--- src/rtl/seq_divider.sv ---
// Sequential restoring unsigned divider: DW-bit dividend / VW-bit divisor, one quotient bit per clock.
// Optional SEQ_DIVIDER_EARLY_OUT_EN: dividend < divisor finishes in one cycle with quotient 0.
module seq_divider #(
  parameter int DW = 16,
  parameter int VW = 8
) (
  input  logic          clk,
  input  logic          rst,
  input  logic          in_valid,
  output logic          in_ready,
  input  logic [DW-1:0] dividend,
  input  logic [VW-1:0] divisor,
  output logic          out_valid,
  input  logic          out_ready,
  output logic [DW-1:0] quotient,
  output logic [VW-1:0] remainder,
  output logic          div_by_zero
);

  localparam int CW = (DW > 1) ? $clog2(DW) : 1;

  typedef enum logic [1:0] {IDLE, CALC, DONE} state_t;

  state_t        state, state_next;
  logic [DW-1:0] q;
  logic [VW-1:0] d;
  logic [VW:0]   r;
  logic [CW-1:0] cnt;
  logic [VW+1:0] step;
  logic          early;
  logic          accept;

  // Returns {quotient_bit, next_partial_remainder}; R stays below D so R[VW] is always 0.
  function automatic logic [VW+1:0] restore_step(input logic [VW:0] r_in,
                                                  input logic bit_in,
                                                  input logic [VW-1:0] d_in);
    logic [VW:0] shifted;
    logic [VW:0] t;
    shifted = {r_in[VW-1:0], bit_in};
    t = shifted - {1'b0, d_in};
    if (!t[VW])
      return {1'b1, t};
    else
      return {1'b0, shifted};
  endfunction

  assign step   = restore_step(r, q[DW-1], d);
  assign accept = (state == IDLE) && in_valid;

`ifdef SEQ_DIVIDER_EARLY_OUT_EN
  logic [DW-1:0] divisor_ext;
  assign divisor_ext = DW'(divisor);
  assign early = (dividend < divisor_ext);
`else
  assign early = 1'b0;
`endif

  always_ff @(posedge clk or posedge rst) begin
    if (rst)
      state <= IDLE;
    else
      state <= state_next;
  end

  always_comb begin
    state_next = state;
    in_ready   = 1'b0;
    out_valid  = 1'b0;
    case (state)
      IDLE: begin
        in_ready = 1'b1;
        if (in_valid)
          state_next = ((divisor == '0) || early) ? DONE : CALC;
      end
      CALC: begin
        if (cnt == '0)
          state_next = DONE;
      end
      DONE: begin
        out_valid = 1'b1;
        if (out_ready)
          state_next = IDLE;
      end
      default: state_next = IDLE;
    endcase
  end

  always_ff @(posedge clk or posedge rst) begin
    if (rst) begin
      q           <= '0;
      d           <= '0;
      r           <= '0;
      cnt         <= '0;
      quotient    <= '0;
      remainder   <= '0;
      div_by_zero <= 1'b0;
    end else if (accept) begin
      q   <= dividend;
      d   <= divisor;
      r   <= '0;
      cnt <= CW'(DW - 1);
      if (divisor == '0) begin
        quotient    <= '1;
        remainder   <= dividend[VW-1:0];
        div_by_zero <= 1'b1;
      end else begin
        div_by_zero <= 1'b0;
        if (early) begin
          quotient  <= '0;
          remainder <= dividend[VW-1:0];
        end
      end
    end else if (state == CALC) begin
      q <= {q[DW-2:0], step[VW+1]};
      r <= step[VW:0];
      if (cnt == '0) begin
        quotient  <= {q[DW-2:0], step[VW+1]};
        remainder <= step[VW-1:0];
      end else begin
        cnt <= cnt - 1'b1;
      end
    end
  end

endmodule

--- config.mk ---
export PLATFORM = sky130hd
export DESIGN_NAME = seq_divider
export DESIGN_NICKNAME = d
export VERILOG_FILES = /design/src/rtl/seq_divider.sv
export SDC_FILE = /design/constraint.sdc
export NUM_CORES = 1
export LEC_CHECK = 0
export BUFFER_PORTS_ARGS = -buffer_cell sky130_fd_sc_hd__buf_2
export CORE_UTILIZATION = 40
export CTS_CLUSTER_DIAMETER = 40
export DETAILED_ROUTE_END_ITERATION = 8
export PLACE_DENSITY_LB_ADDON = 0.08
export SYNTH_ARGS = -nofsm -noshare
export SYNTH_HDL_FRONTEND = slang
export SYNTH_SLANG_ARGS = --single-unit
--- constraint.sdc ---
create_clock -name clk -period 2.48 [get_ports clk]
set_input_delay 0.248 -clock clk [delete_from_list [all_inputs] [get_ports clk]]
set_output_delay 0.248 -clock clk [all_outputs]
set_load 0.005 [all_outputs]
# After elaboration in Yosys (flattened, before gate mapping)
# Cells that the tools add are included.
# op_classes
n_eq_ne	7
add_sub_neg	2
muxes	24
reduce_logical	9
# ops
operator	n
two-way mux 16 bit	6
two-way mux 8 bit	6
two-way mux 4 bit	3
two-way mux 10 bit	1
subtractor 9 x 8 -> 9 bit	1
zero test 8 bit	1
two-way mux 2 bit	4
inequality test 2 bit, second input constant	4
one-hot mux 2 bit (3 select lines)	1
AND reduction 3 bit	2
zero test 4 bit	1
nonzero test 2 bit	2
subtractor 4 x 1 -> 4 bit, second input constant	1
two-way mux 1 bit	3
== test 2 x 1 -> 1 bit, second input constant	1
== test 2 bit, second input constant	1
zero test 2 bit	1
inequality test 2 x 1 -> 1 bit, second input constant	1
AND reduction 2 bit	1
logical AND 1 bit	1
# totals
output_inout_bits	27
elab_cells	50
in_bits	28
reg_bits	63

# Longest topological paths before layout
# Gate-level depths: netlist of the first run.
# depth
depth_word	5
ltp_mapped	11
mapped_depth_nobuf	10

# Least setup slack after synthesis of the first run
# Ideal clock, no wire load.
# synth_path
kind	register to register
startpoint	register q[15]
endpoint	register remainder[7]
arrival_time_ns	2.105
synth_period_minus_slack_ns	2.242
setup_ns	0.137
path_stages_with_launch	11
t_required_ns	2.343
slack_ns	0.238
n_path_buf	1
cell_sequence	dfrtp_1 > inv_1 > ha_1 > inv_1 > fa_1 > a21oi_1 > o22ai_2 > a311oi_2 > buf_6 > mux2i_1 > a21oi_1
# synth_between
elab_chain_len	5
# synth_rtl
item	line	text
start, declared	25	logic [DW-1:0] q;
start signal, assigned	98	q <= dividend;
start signal, assigned	114	q <= {q[DW-2:0], step[VW+1]};
subtractor 9 x 8 -> 9 bit	40	t = shifted - {1'b0, d_in};
two-way mux 10 bit	41	if (!t[VW])
two-way mux 8 bit	116	if (cnt == '0) begin
two-way mux 8 bit	113	end else if (state == CALC) begin
two-way mux 8 bit	97	end else if (accept) begin
end signal, assigned	104	remainder <= dividend[VW-1:0];
end signal, assigned	110	remainder <= dividend[VW-1:0];
end signal, assigned	118	remainder <= step[VW-1:0];
end, declared	16	output logic [VW-1:0] remainder,
# No other way between the ends. The select of a mux whose other input is x is not followed.
# A chain may end at the register's enable or synchronous reset.

# Final worst setup path of the first run
# layout_path
startpoint	register q[15]
endpoint	register remainder[0]
# layout_between
elab_chain_len	5
# layout_rtl
item	line
subtractor 9 x 8 -> 9 bit	40
two-way mux 10 bit *	41
two-way mux 8 bit *	116
two-way mux 8 bit *	113
two-way mux 8 bit *	97
# Mark *: on every way between the ends. The rest lies on a longest branch, timed or not. The select of a mux whose other input is x is not followed.

==> reports/summary.json, run 1 <==
{
  "status": {"value": "finished, final reports clean"},
  "start_util": {"value": 42.5, "unit": "%"},
  "hpwlAfterDp": {"value": 5390, "unit": "um"},
  "area_delta_synth_final": {"value": 24.9, "unit": "%"},
  "via_count": {"value": 2671},
  "final_design_area_no_fill": {"value": 3930, "unit": "um2"},
  "timing.critical_path.arrival": {"value": 2.62, "unit": "ns"},
  "switching_portion_of_total_power": {"value": 39.9, "unit": "%"},
  "use_met3": {"value": 3.96, "unit": "%"},
  "rrSetupSlack": {"value": 0.13, "unit": "ns"},
  "hold_start": {"value": "divisor[0]"},
  "placement_rows": {"value": 31},
  "required": {"value": 2.75, "unit": "ns"},
  "drt_wl_total": {"value": 7680, "unit": "um"},
  "crit_path_max_fanout": {"value": 3},
  "worst_slew_margin_rel": {"value": 72.1, "unit": "%"},
  "type_of_destination_of_the_critical_path": {"value": "flip-flop"},
  "cts_tree": {"value": "built"},
  "route.detailed.vias_per_inst": {"value": 5.24},
  "synth-async-reset-ratio": {"value": 100, "unit": "%"},
  "hold_path_end": {"value": "d[0]"},
  "global_route.usage.met1": {"value": 27.7, "unit": "%"},
  "initial_antenna_violation_count": {"value": 0},
  "layout_worst_path_cycle_share": {"value": 94.8, "unit": "%"},
  "die_y": {"value": 90.7, "unit": "um"},
  "grt_pass1_wl": {"value": 12900, "unit": "um"},
  "nets": {"value": 444},
  "placed_area": {"value": 3600, "unit": "um2"},
  "final_layout_size_suffix_gt1_share": {"value": 27.5, "unit": "%"},
  "dominantRegCellSynth": {"value": "sky130_fd_sc_hd__dfrtp_1"},
  "finalHoldViolations": {"value": 0},
  "clock_insertion_delay_worst_skew": {"value": 0.35, "unit": "ns"},
  "core_area": {"value": 7410, "unit": "um2"},
  "number_of_cell_instances_on_the_worst_register_to_register_path": {"value": 10},
  "net_switching_power": {"value": 2.46, "unit": "mW"},
  "vdd_ir_drop_max": {"value": 0.599, "unit": "mV"},
  "drc": {"value": 0},
  "grt_pass1_vias": {"value": 2633},
  "criticalPathCategory": {"value": "flip-flop to flip-flop"},
  "startpoint_type_of_the_worst_setup_path": {"value": "flip-flop"},
  "route.antenna.remaining_nets": {"value": 0},
  "rr_startpoint": {"value": "q[15]"},
  "num-fill-cells": {"value": 703},
  "power.density": {"value": 1570, "unit": "nW/um2"},
  "synth_seq_cells": {"value": 63},
  "clkTransAtPathRegs": {"value": 0.07, "unit": "ns"},
  "synth.yosys.seq_area_share": {"value": 50.1, "unit": "%"},
  "worstHoldPathType": {"value": "primary input to flip-flop"},
  "clock-root-buffer": {"value": "sky130_fd_sc_hd__clkbuf_8"},
  "grt_usage": {"value": 20.0, "unit": "%"},
  "net_count_after_synthesis": {"value": 372},
  "timing.hold.worst_path_depth": {"value": 3},
  "layout_common_cells": {"value": "63 x sky130_fd_sc_hd__dfrtp_1, 54 x sky130_fd_sc_hd__buf_2, 46 x sky130_fd_sc_hd__nand2_1"},
  "finalPower": {"value": 6.15, "unit": "mW"},
  "mostFrequentLayoutCell": {"value": "sky130_fd_sc_hd__dfrtp_1"},
  "yosys_warnings": {"value": 0},
  "htreeDepth": {"value": 3},
  "met2_layer_usage_reported_by_global_route": {"value": 30.6, "unit": "%"},
  "drt_iter0_drc": {"value": 170},
  "netlist-cell-type-count": {"value": 48},
  "placement.io_buffers": {"value": 54},
  "maxClockFrequency": {"value": 425, "unit": "MHz"},
  "numCtsBuffers": {"value": 9},
  "detail_route.first_pass.iterations": {"value": 4},
  "drv.max_cap_violation_count": {"value": 0},
  "max_transition_viols_final": {"value": 0},
  "syn_area_per_cell": {"value": 9.42, "unit": "um2"},
  "synth_edf_count": {"value": 0},
  "die_area": {"value": 8220, "unit": "um2"},
  "power.static_leakage": {"value": 1.85, "unit": "nW"},
  "grt_start_max_net_pins": {"value": 64},
  "fin_skew": {"value": 0.0123, "unit": "ns"},
  "power_frac_seq": {"value": 30.7, "unit": "%"},
  "insertedDiodeCount": {"value": 0},
  "setup_tns_final": {"value": 0, "unit": "ns"},
  "post-route-util": {"value": 53.0, "unit": "%"},
  "clock_tree.buffer_depth": {"value": 2},
  "pwr-share-clk": {"value": 16.7, "unit": "%"},
  "synthesis.area": {"value": 3150, "unit": "um2"},
  "regToRegEndpoint": {"value": "remainder[0]"},
  "actual_transition_at_the_worst_max_transition_pin": {"value": 0.419, "unit": "ns"},
  "netlist_instances": {"value": 334},
  "numClockSinks": {"value": 63},
  "routabilityCongestion": {"value": 0.793},
  "grt_remaining_overflow": {"value": 0},
  "setup-violations-final": {"value": 0},
  "internal_power": {"value": 3.70, "unit": "mW"},
  "finalCriticalPeriod": {"value": 2.35, "unit": "ns"},
  "routed_wire_length_per_instance": {"value": 15.1, "unit": "um"},
  "chipWidth": {"value": 90.7, "unit": "um"},
  "comb_power_share": {"value": 52.5, "unit": "%"},
  "boundaryPins": {"value": 55},
  "globalRoute.busiestLayer": {"value": "met2"}
}
power by group through the flow:
stage | clock network, mW | registers, mW | logic, mW
5_1_grt | 1.09 | 1.96 | 3.65
3_5_place_dp | 0 | 1.90 | 2.86
2_1_floorplan | 0 | 1.84 | 2.09
6_report | 1.03 | 1.89 | 3.23
3_3_place_gp | 0 | 1.90 | 2.80
4_1_cts | 1.06 | 1.89 | 2.92
Yosys cell counts (all sizes together) (2+ instances only):
cell type,instances,area share [%]
inv,14,1.7
or4,3,0.72
nor3,8,1.6
nor2b,3,0.60
o211ai,3,0.72
nand2b,5,0.99
nand3,5,0.80
mux2i,6,1.9
a21o,3,0.76
buf,10,2.1
o21a,3,0.72
or3,2,0.40
o21ai,23,3.8
nor2,39,4.7
dfrtp,63,50
clkbuf,8,0.95
o22a,10,2.8
xnor2,7,1.9
a22oi,6,1.4
nand2,46,5.5
a21oi,25,4.0
o22ai,8,1.8
ha,9,3.6
mux2,2,0.72
a31oi,10,2.0
critical path, stage by stage (launching register included):
cell and delay (ns):
sky130_fd_sc_hd__dfrtp_1 0.37, sky130_fd_sc_hd__inv_2 0.06, sky130_fd_sc_hd__ha_2 0.18, sky130_fd_sc_hd__inv_2 0.04, sky130_fd_sc_hd__fa_2 0.41, sky130_fd_sc_hd__a21oi_4 0.19
sky130_fd_sc_hd__o22ai_4 0.10, sky130_fd_sc_hd__a311oi_4 0.32, sky130_fd_sc_hd__buf_4 0.17, sky130_fd_sc_hd__mux2_4 0.31, sky130_fd_sc_hd__a21oi_2 0.13
per-stage QoR:
stage | cells | setup slack, ns | hold slack [ns]
2_1_floorplan | 334 | 0.238 | 0.353
3_3_place_gp | 488 | 0.0886 | 0.348
3_5_place_dp | 488 | 0.0291 | 0.350
4_1_cts | 506 | 0.0453 | 0.103
5_1_grt | 510 | -0.0105 | 0.126
6_report | 510 | 0.130 | 0.118
worst max-delay path by stage:
stage / cells past startpoint / slack [ns] / start / to
finish: 10 / 0.13 / q[15] / remainder[0]
global route: 10 / -0.01 / q[15] / r[0]
CTS: 10 / 0.05 / q[15] / remainder[2]
detailed placement: 10 / 0.03 / q[15] / remainder[2]
global placement: 10 / 0.09 / q[15] / remainder[1]
floorplan: 10 / 0.24 / q[15] / remainder[7]
state kept, by name (all words and copies together), names as in the netlist:
| signal | cells |
|---|---|
| r | 8 |
| d | 8 |
| quotient | 16 |
| div_by_zero | 1 |
| cnt | 4 |
| state | 2 |
| remainder | 8 |
| q | 16 |
cells by family (layout without fill, tap and decap cells):
family / Yosys count / count (layout) / share of synthesized area [%]
mux: 8 / 8 / 2.63
compound gates: 98 / 98 / 20.0
fa+ha+maj: 10 / 10 / 4.22
buf+inv: 33 / 110 / 4.81
simple gates: 114 / 114 / 16.0
xor+xnor: 8 / 8 / 2.23
flops: 63 / 63 / 50.1
area by class of cell:
cell class | count | area, um2 | share of cell area, %
Sequential cell | 63 | 1580 | 40.1
Multi-Input combinational cell | 238 | 1470 | 37.4
Timing Repair Buffer | 79 | 477 | 12.1
Clock buffer | 9 | 124 | 3.15
Tap cell | 99 | 124 | 3.15
Clock inverter | 7 | 104 | 2.64
Inverter | 15 | 56.3 | 1.43
timing repair:
item                                   in CTS  in global routing
endpoints found under the hold margin      63                  0
setup endpoints to repair                   1                 16
hold buffers                                1                  0
pin swaps                                   1                  5
setup buffers                               1                  4
gates resized for setup                     1                 14
routing by layer:
metal  vias to the layer above  share of wire, %
met3                         8               5.1
met1                      1265                49
li1                       1322                 -
met4                         0               1.2
met2                        76                45
met5                         -                 0
Note: power is estimated with default switching activity, not from simulation.
==> inputs of run 2 (changes only) <==
--- a/config.mk
+++ b/config.mk
@@ -9,6 +9,7 @@
 export CORE_UTILIZATION = 40
 export CTS_CLUSTER_DIAMETER = 40
 export DETAILED_ROUTE_END_ITERATION = 8
+export MAX_ROUTING_LAYER = met4
 export PLACE_DENSITY_LB_ADDON = 0.08
 export SYNTH_ARGS = -nofsm -noshare
 export SYNTH_HDL_FRONTEND = slang
==> reports/summary.json, run 2 (synthesis gave the netlist of run 1 again) <==
{
  "chipWidth": {"value": 90.7, "unit": "um", "change": "unchanged"},
  "clkTransAtPathRegs": {"value": 0.07, "unit": "ns", "change": "about the same"},
  "cp_num_buf_inv": {"value": 3, "change": "unchanged"},
  "grt_remaining_overflow": {"value": 0, "change": "unchanged"},
  "crit_path_cell_trace": {"value": "inv_2 -> ha_2 -> inv_2 -> fa_2 -> a21oi_4 -> o22ai_4 -> a311oi_4 -> buf_4 -> mux2_4 -> a21oi_2"},
  "placed_area": {"value": 3600, "unit": "um2", "change": "unchanged"},
  "route.detailed.vias_per_inst": {"value": 5.22, "change": "-0.41%"},
  "die_area": {"value": 8220, "unit": "um2", "change": "unchanged"},
  "drc": {"value": 0, "change": "unchanged"},
  "mostFrequentLayoutCell": {"value": "sky130_fd_sc_hd__dfrtp_1"},
  "placement.io_buffers": {"value": 54, "change": "unchanged"},
  "route.antenna.remaining_nets": {"value": 0, "change": "unchanged"},
  "insertedDiodeCount": {"value": 0, "change": "unchanged"},
  "pwr-share-clk": {"value": 16.7, "unit": "%", "change": "about the same"},
  "net_switching_power": {"value": 2.46, "unit": "mW", "change": "about the same"},
  "internal_power": {"value": 3.70, "unit": "mW", "change": "about the same"},
  "fin_skew": {"value": 0.0109, "unit": "ns", "change": "-0.00146 ns"},
  "switching_portion_of_total_power": {"value": 39.9, "unit": "%", "change": "about the same"},
  "final_cell_count_no_fill": {"value": 510, "change": "unchanged"},
  "status": {"value": "finished, final reports clean"},
  "maxClockFrequency": {"value": 426, "unit": "MHz", "change": "about the same"},
  "final_layout_size_suffix_gt1_share": {"value": 27.5, "unit": "%", "change": "unchanged"},
  "actual_transition_at_the_worst_max_transition_pin": {"value": 0.417, "unit": "ns", "change": "-0.00157 ns"},
  "comb_power_share": {"value": 52.6, "unit": "%", "change": "about the same"},
  "num-fill-cells": {"value": 703, "change": "unchanged"},
  "layout_common_cells": {"value": "63 x sky130_fd_sc_hd__dfrtp_1, 54 x sky130_fd_sc_hd__buf_2, 46 x sky130_fd_sc_hd__nand2_1"},
  "drt_wl_total": {"value": 7680, "unit": "um", "change": "about the same"},
  "startpoint_type_of_the_worst_setup_path": {"value": "flip-flop"},
  "critical_path.slowest_cell": {"value": "sky130_fd_sc_hd__fa_2"},
  "die_y": {"value": 90.7, "unit": "um", "change": "unchanged"},
  "hpwlAfterDp": {"value": 5390, "unit": "um", "change": "unchanged"},
  "timing.critical_path.arrival": {"value": 2.63, "unit": "ns", "change": "about the same"},
  "placement_rows": {"value": 31, "change": "unchanged"},
  "drv.max_cap_violation_count": {"value": 0, "change": "unchanged"},
  "criticalPathCategory": {"value": "flip-flop to flip-flop"},
  "regArea": {"value": 1580, "unit": "um2", "change": "unchanged"},
  "finalCriticalPeriod": {"value": 2.35, "unit": "ns", "change": "-0.000943 ns"},
  "start_util": {"value": 42.5, "unit": "%", "change": "unchanged"},
  "crit_path_max_fanout": {"value": 3, "change": "unchanged"},
  "numClockSinks": {"value": 63, "change": "unchanged"},
  "htreeDepth": {"value": 3, "change": "unchanged"},
  "routabilityCongestion": {"value": 0.804, "change": "+1.4%"},
  "required": {"value": 2.76, "unit": "ns", "change": "about the same"},
  "detail_route.first_pass.iterations": {"value": 4, "change": "unchanged"},
  "power.static_leakage": {"value": 1.85, "unit": "nW", "change": "unchanged"},
  "clock_insertion_delay_worst_skew": {"value": 0.35, "unit": "ns", "change": "about the same"},
  "grt_start_max_net_pins": {"value": 64, "change": "unchanged"},
  "multi_input_combinational_cell_area": {"value": 1470, "unit": "um2", "change": "unchanged"},
  "finalHoldViolations": {"value": 0, "change": "unchanged"},
  "grt_pass1_vias": {"value": 2637, "change": "+0.15%"},
  "top_regs": {"value": "q: 16 flops, quotient: 16 flops"},
  "power.density": {"value": 1570, "unit": "nW/um2", "change": "about the same"},
  "worst_slew_margin_rel": {"value": 72.1, "unit": "%", "change": "about the same"},
  "grt_usage": {"value": 20.5, "unit": "%", "change": "+0.52 points"},
  "cpPeakStageDelay": {"value": 0.41, "unit": "ns", "change": "about the same"},
  "nets": {"value": 444, "change": "unchanged"},
  "numCtsBuffers": {"value": 9, "change": "unchanged"},
  "cts_tree": {"value": "built"},
  "most_used_cell_cp": {"value": "sky130_fd_sc_hd__inv_2"},
  "drt_iter0_drc": {"value": 157, "change": "-7.6%"},
  "critical_path.top_delay_family": {"value": "compound AO/OA/AOI/OAI gates"},
  "power_frac_seq": {"value": 30.7, "unit": "%", "change": "about the same"},
  "number_of_cells_after_detailed_placement": {"value": 488, "change": "unchanged"},
  "clock_tree.buffer_depth": {"value": 2, "change": "unchanged"},
  "type_of_destination_of_the_critical_path": {"value": "flip-flop"},
  "worstHoldPathType": {"value": "primary input to flip-flop"},
  "routed_wire_length_per_instance": {"value": 15.1, "unit": "um", "change": "about the same"},
  "layout_worst_path_cycle_share": {"value": 94.7, "unit": "%", "change": "about the same"},
  "worst_hold_slack_after_final_layout": {"value": 0.111, "unit": "ns", "change": "-0.00671 ns"},
  "via_count": {"value": 2660, "change": "-0.41%"},
  "core_area": {"value": 7410, "unit": "um2", "change": "unchanged"},
  "grt_pass1_wl": {"value": 12900, "unit": "um", "change": "about the same"},
  "vdd_ir_drop_max": {"value": 0.594, "unit": "mV", "change": "-0.93%"},
  "boundaryPins": {"value": 55, "change": "unchanged"},
  "area_delta_synth_final": {"value": 24.9, "unit": "%", "change": "unchanged"},
  "clock-root-buffer": {"value": "sky130_fd_sc_hd__clkbuf_8"},
  "initial_antenna_violation_count": {"value": 0, "change": "unchanged"},
  "setup-violations-final": {"value": 0, "change": "unchanged"},
  "max_transition_viols_final": {"value": 0, "change": "unchanged"},
  "finalPower": {"value": 6.16, "unit": "mW", "change": "about the same"},
  "final_design_area_no_fill": {"value": 3930, "unit": "um2", "change": "unchanged"}
}
-- run 2: cell counts in the layout (fill, tap and decap cells not counted) --
No cell type changed its count.
-- run 2: what timing repair did --
action / CTS / global route
buffers inserted: 1 / 4
resized for setup: 1 / 14
pin swaps: 1 / 5
setup endpoints to repair: 1 / 16
hold buffers: 1 / 0
endpoints found under the hold margin: 63 / 0
-- run 2: stage by stage --
| step | setup TNS (ns) | util [%] | setup WS [ns] |
|---|---|---|---|
| after detailed placement | 0 | 48.6 | 0.0291 |
| final | 0 | 53.0 | 0.131 |
| after CTS | 0 | 52.0 | 0.0453 |
| after floorplan | 0 | - | 0.238 |
| after global placement | 0 | 48.6 | 0.0886 |
| after global routing | -0.0105 | 53.0 | -0.0105 |
-- run 2: cell type report --
class	instances	area share [%]
multi-input combinational	238	37.4
timing repair buffer	79	12.1
clock buffer	9	3.15
inverter	15	1.43
sequential	63	40.1
tap	99	3.15
clock inverter	7	2.64
-- run 2: worst paths after layout --
check / from / end / slack (ns) / depth (start not counted)
setup / recovery: q[15] / remainder[0] / 0.13 / 10
hold / removal: divisor[0] / d[0] / 0.11 / 3
setup reg to reg: q[15] / remainder[0] / 0.13 / 10
hold reg to reg: quotient[8] / quotient[8] / 0.49 / 1
max in group asynchronous: rst / remainder[2] / 1.68 / 4
min in group asynchronous: rst / q[0] / 0.50 / 4
-- run 2: metal layers --
metal / share of wire [%] / track usage, %
met1: 49 / 27.8
met2: 45 / 30.7
met3: 4.8 / 3.37
met4: 1.9 / 7.93
met5: 0 / -
-- run 2: tightest hold or removal path, cell delays in order --
cell and delay (ns):
sky130_fd_sc_hd__buf_2 0.08, sky130_fd_sc_hd__nand2_1 0.04, sky130_fd_sc_hd__nand2_1 0.05
-- run 2: power by group through the flow --
| stage | clock [mW] | combinational, mW | sequential (mW) |
|---|---|---|---|
| final | 1.03 | 3.24 | 1.89 |
| after global routing | 1.09 | 3.64 | 1.96 |
| after CTS | 1.06 | 2.92 | 1.89 |
| after detailed placement | 0 | 2.86 | 1.90 |
| after global placement | 0 | 2.80 | 1.90 |
| after floorplan | 0 | 2.09 | 1.84 |
==> inputs of run 3 (changes only) <==
--- a/config.mk
+++ b/config.mk
@@ -10,7 +10,7 @@
 export CTS_CLUSTER_DIAMETER = 40
 export DETAILED_ROUTE_END_ITERATION = 8
 export MAX_ROUTING_LAYER = met4
-export PLACE_DENSITY_LB_ADDON = 0.08
+export PLACE_DENSITY = 0.6
 export SYNTH_ARGS = -nofsm -noshare
 export SYNTH_HDL_FRONTEND = slang
 export SYNTH_SLANG_ARGS = --single-unit
==> reports/summary.json, run 3 (synthesis gave the netlist of run 1 again) <==
{
  "timing.hold.worst_path_depth": {"value": 3, "change": "unchanged"},
  "via_count": {"value": 2704, "change": "+1.7%"},
  "route.detailed.vias_per_inst": {"value": 5.34, "change": "+2.5%"},
  "regArea": {"value": 1580, "unit": "um2", "change": "unchanged"},
  "crit_path_cell_trace": {"value": "inv_2 -> ha_4 -> inv_2 -> fa_2 -> a21oi_4 -> o22ai_4 -> a311oi_2 -> clkbuf_16 -> buf_12 -> mux2i_4 -> a21oi_2"},
  "die_y": {"value": 90.7, "unit": "um", "change": "unchanged"},
  "worst_slew_margin_rel": {"value": 67.5, "unit": "%", "change": "-4.6 points"},
  "layout_common_cells": {"value": "63 x sky130_fd_sc_hd__dfrtp_1, 54 x sky130_fd_sc_hd__buf_2, 46 x sky130_fd_sc_hd__nand2_1"},
  "vdd_ir_drop_max": {"value": 0.593, "unit": "mV", "change": "-0.23%"},
  "timing.critical_path.arrival": {"value": 2.64, "unit": "ns", "change": "about the same"},
  "startpoint_type_of_the_worst_setup_path": {"value": "flip-flop"},
  "layout_worst_path_cycle_share": {"value": 97.5, "unit": "%", "change": "+2.8 points"},
  "hold_start": {"value": "divisor[6]"},
  "crit_path_max_fanout": {"value": 5, "change": "+2"},
  "clkTransAtPathRegs": {"value": 0.08, "unit": "ns", "change": "about the same"},
  "cp_num_buf_inv": {"value": 4, "change": "+1"},
  "net_switching_power": {"value": 2.59, "unit": "mW", "change": "+5.2%"},
  "final_cell_count_no_fill": {"value": 506, "change": "-0.78%"},
  "die_area": {"value": 8220, "unit": "um2", "change": "unchanged"},
  "power.static_leakage": {"value": 1.82, "unit": "nW", "change": "-1.3%"},
  "setup-violations-final": {"value": 0, "change": "unchanged"},
  "criticalPathCategory": {"value": "flip-flop to flip-flop"},
  "internal_power": {"value": 3.82, "unit": "mW", "change": "+3.2%"},
  "most_used_cell_cp": {"value": "sky130_fd_sc_hd__inv_2"},
  "hpwlAfterDp": {"value": 5540, "unit": "um", "change": "+2.7%"},
  "type_of_destination_of_the_critical_path": {"value": "flip-flop"},
  "clock-root-buffer": {"value": "sky130_fd_sc_hd__clkbuf_8"},
  "drt_wl_total": {"value": 8080, "unit": "um", "change": "+5.3%"},
  "grt_start_max_net_pins": {"value": 28, "change": "-56%"},
  "finalPower": {"value": 6.40, "unit": "mW", "change": "+4.0%"},
  "num-fill-cells": {"value": 694, "change": "-1.3%"},
  "post-route-util": {"value": 53.2, "unit": "%", "change": "+0.17 points"},
  "nets": {"value": 440, "change": "-0.90%"},
  "finalHoldViolations": {"value": 0, "change": "unchanged"},
  "mostFrequentLayoutCell": {"value": "sky130_fd_sc_hd__dfrtp_1"},
  "number_of_cells_after_detailed_placement": {"value": 485, "change": "-0.61%"},
  "drt_iter0_drc": {"value": 156, "change": "-0.64%"},
  "boundaryPins": {"value": 55, "change": "unchanged"},
  "regToRegEndpoint": {"value": "remainder[2]"},
  "power.density": {"value": 1620, "unit": "nW/um2", "change": "+3.7%"},
  "placed_area": {"value": 3590, "unit": "um2", "change": "-0.28%"},
  "route.antenna.remaining_nets": {"value": 0, "change": "unchanged"},
  "numClockSinks": {"value": 63, "change": "unchanged"},
  "actual_transition_at_the_worst_max_transition_pin": {"value": 0.486, "unit": "ns", "change": "+0.0689 ns"},
  "multi_input_combinational_cell_area": {"value": 1520, "unit": "um2", "change": "+3.8%"},
  "hold_path_end": {"value": "d[6]"},
  "placement.io_buffers": {"value": 54, "change": "unchanged"},
  "insertedDiodeCount": {"value": 0, "change": "unchanged"},
  "critical_path.top_delay_family": {"value": "compound AO/OA/AOI/OAI gates"},
  "comb_power_share": {"value": 57.6, "unit": "%", "change": "+5.0 points"},
  "grt_pass1_wl": {"value": 13400, "unit": "um", "change": "+3.9%"},
  "status": {"value": "finished, final reports clean"},
  "routed_wire_length_per_instance": {"value": 16.0, "unit": "um", "change": "+6.1%"},
  "start_util": {"value": 42.5, "unit": "%", "change": "unchanged"},
  "fin_skew": {"value": 0.00923, "unit": "ns", "change": "-0.00164 ns"},
  "htreeDepth": {"value": 3, "change": "unchanged"},
  "grt_usage": {"value": 21.4, "unit": "%", "change": "+0.87 points"},
  "initial_antenna_violation_count": {"value": 0, "change": "unchanged"},
  "fin_ws": {"value": 0.0617, "unit": "ns", "change": "-0.0691 ns"},
  "clock_insertion_delay_worst_skew": {"value": 0.34, "unit": "ns", "change": "about the same"},
  "rr_startpoint": {"value": "q[15]"},
  "routabilityCongestion": {"value": 0.776, "change": "-3.5%"},
  "worstHoldPathType": {"value": "primary input to flip-flop"},
  "clock_tree.buffer_depth": {"value": 2, "change": "unchanged"},
  "top_regs": {"value": "q: 16 flops, quotient: 16 flops"},
  "maxClockFrequency": {"value": 414, "unit": "MHz", "change": "-2.9%"},
  "detail_route.first_pass.iterations": {"value": 4, "change": "unchanged"},
  "switching_portion_of_total_power": {"value": 40.4, "unit": "%", "change": "+0.45 points"},
  "number_of_cell_instances_on_the_worst_register_to_register_path": {"value": 11, "change": "+1"},
  "chipWidth": {"value": 90.7, "unit": "um", "change": "unchanged"},
  "worst_hold_slack_after_final_layout": {"value": 0.125, "unit": "ns", "change": "+0.0136 ns"},
  "grt_pass1_vias": {"value": 2655, "change": "+0.68%"},
  "max_transition_viols_final": {"value": 0, "change": "unchanged"},
  "drc": {"value": 0, "change": "unchanged"},
  "power_frac_seq": {"value": 29.8, "unit": "%", "change": "-0.9 points"},
  "cts_tree": {"value": "built"},
  "pwr-share-clk": {"value": 12.6, "unit": "%", "change": "-4.1 points"},
  "cpPeakStageDelay": {"value": 0.41, "unit": "ns", "change": "about the same"},
  "numCtsBuffers": {"value": 9, "change": "unchanged"},
  "core_area": {"value": 7410, "unit": "um2", "change": "unchanged"},
  "drv.max_cap_violation_count": {"value": 0, "change": "unchanged"},
  "critical_path.slowest_cell": {"value": "sky130_fd_sc_hd__fa_2"},
  "required": {"value": 2.70, "unit": "ns", "change": "-0.06 ns"},
  "rrSetupSlack": {"value": 0.06, "unit": "ns", "change": "-0.07 ns"},
  "area_delta_synth_final": {"value": 25.3, "unit": "%"},
  "grt_remaining_overflow": {"value": 0, "change": "unchanged"},
  "setup_tns_final": {"value": 0, "unit": "ns", "change": "unchanged"},
  "post_placement_setup_slack": {"value": -0.0598, "unit": "ns", "change": "-0.0889 ns"},
  "placement_rows": {"value": 31, "change": "unchanged"},
  "final_design_area_no_fill": {"value": 3940, "unit": "um2", "change": "+0.32%"},
  "finalCriticalPeriod": {"value": 2.42, "unit": "ns", "change": "+0.0691 ns"},
  "final_layout_size_suffix_gt1_share": {"value": 28.0, "unit": "%", "change": "+0.52 points"}
}
## run 3: changes by cell type in the layout (fill, tap and decap cells not counted), sizes merged
cell,delta
clkinv,+2
clkbuf,+4
buf,-5
inv,-3
bufinv,-2
## run 3: repair_timing
action / in CTS / in global routing
hold endpoints to repair: 20 / 0
setup buffers: 1 / 3
setup endpoints to repair: 2 / 14
pin swaps: 2 / 8
cloned: 0 / 0
hold buffers: 1 / 0
gates resized for setup: 2 / 23
## run 3: power groups by stage
stage / Sequential, mW / Clock, mW / Combinational [mW]
2_1_floorplan: 1.84 / 0 / 2.09
3_3_place_gp: 1.88 / 0 / 2.82
3_5_place_dp: 1.89 / 0 / 2.90
4_1_cts: 1.88 / 0.825 / 3.04
5_1_grt: 1.97 / 0.879 / 4.05
6_report: 1.91 / 0.807 / 3.69
## run 3: worst max path at each step
stage | start | to | slack (ns) | depth (start not counted)
final | q[15] | remainder[2] | 0.06 | 11
after global routing | q[15] | r[1] | -0.01 | 11
after CTS | q[15] | r[0] | 0.02 | 10
after detailed placement | q[15] | r[0] | -0.06 | 10
after global placement | q[15] | remainder[0] | 0.03 | 10
after floorplan | q[15] | remainder[7] | 0.24 | 10
## run 3: cell type report
| cell class | instances | share of cell area [%] |
|---|---|---|
| Sequential cell | 63 | 40.0 |
| Multi-Input combinational cell | 238 | 38.7 |
| Timing Repair Buffer | 75 | 12.3 |
| Clock buffer | 12 | 3.94 |
| Tap cell | 99 | 3.14 |
| Inverter | 15 | 1.43 |
| Clock inverter | 4 | 0.508 |
## run 3: routing by layer
layer  vias to the layer above  wire length (um)  global-route usage, %
met3                        10               430                   3.70
met1                      1305              3880                   29.9
met2                        76              3660                   31.1
met5                         -                 0                      -
li1                       1313                 -                      -
met4                         0               119                   7.53
## run 3: worst register-to-register path, stage by stage, from the launching register on
cell and delay [ns]:
sky130_fd_sc_hd__dfrtp_1 0.38, sky130_fd_sc_hd__inv_2 0.09, sky130_fd_sc_hd__ha_4 0.14, sky130_fd_sc_hd__inv_2 0.04, sky130_fd_sc_hd__fa_2 0.41, sky130_fd_sc_hd__a21oi_4 0.18
sky130_fd_sc_hd__o22ai_4 0.10, sky130_fd_sc_hd__a311oi_2 0.31, sky130_fd_sc_hd__clkbuf_16 0.22, sky130_fd_sc_hd__buf_12 0.12, sky130_fd_sc_hd__mux2i_4 0.25, sky130_fd_sc_hd__a21oi_2 0.07
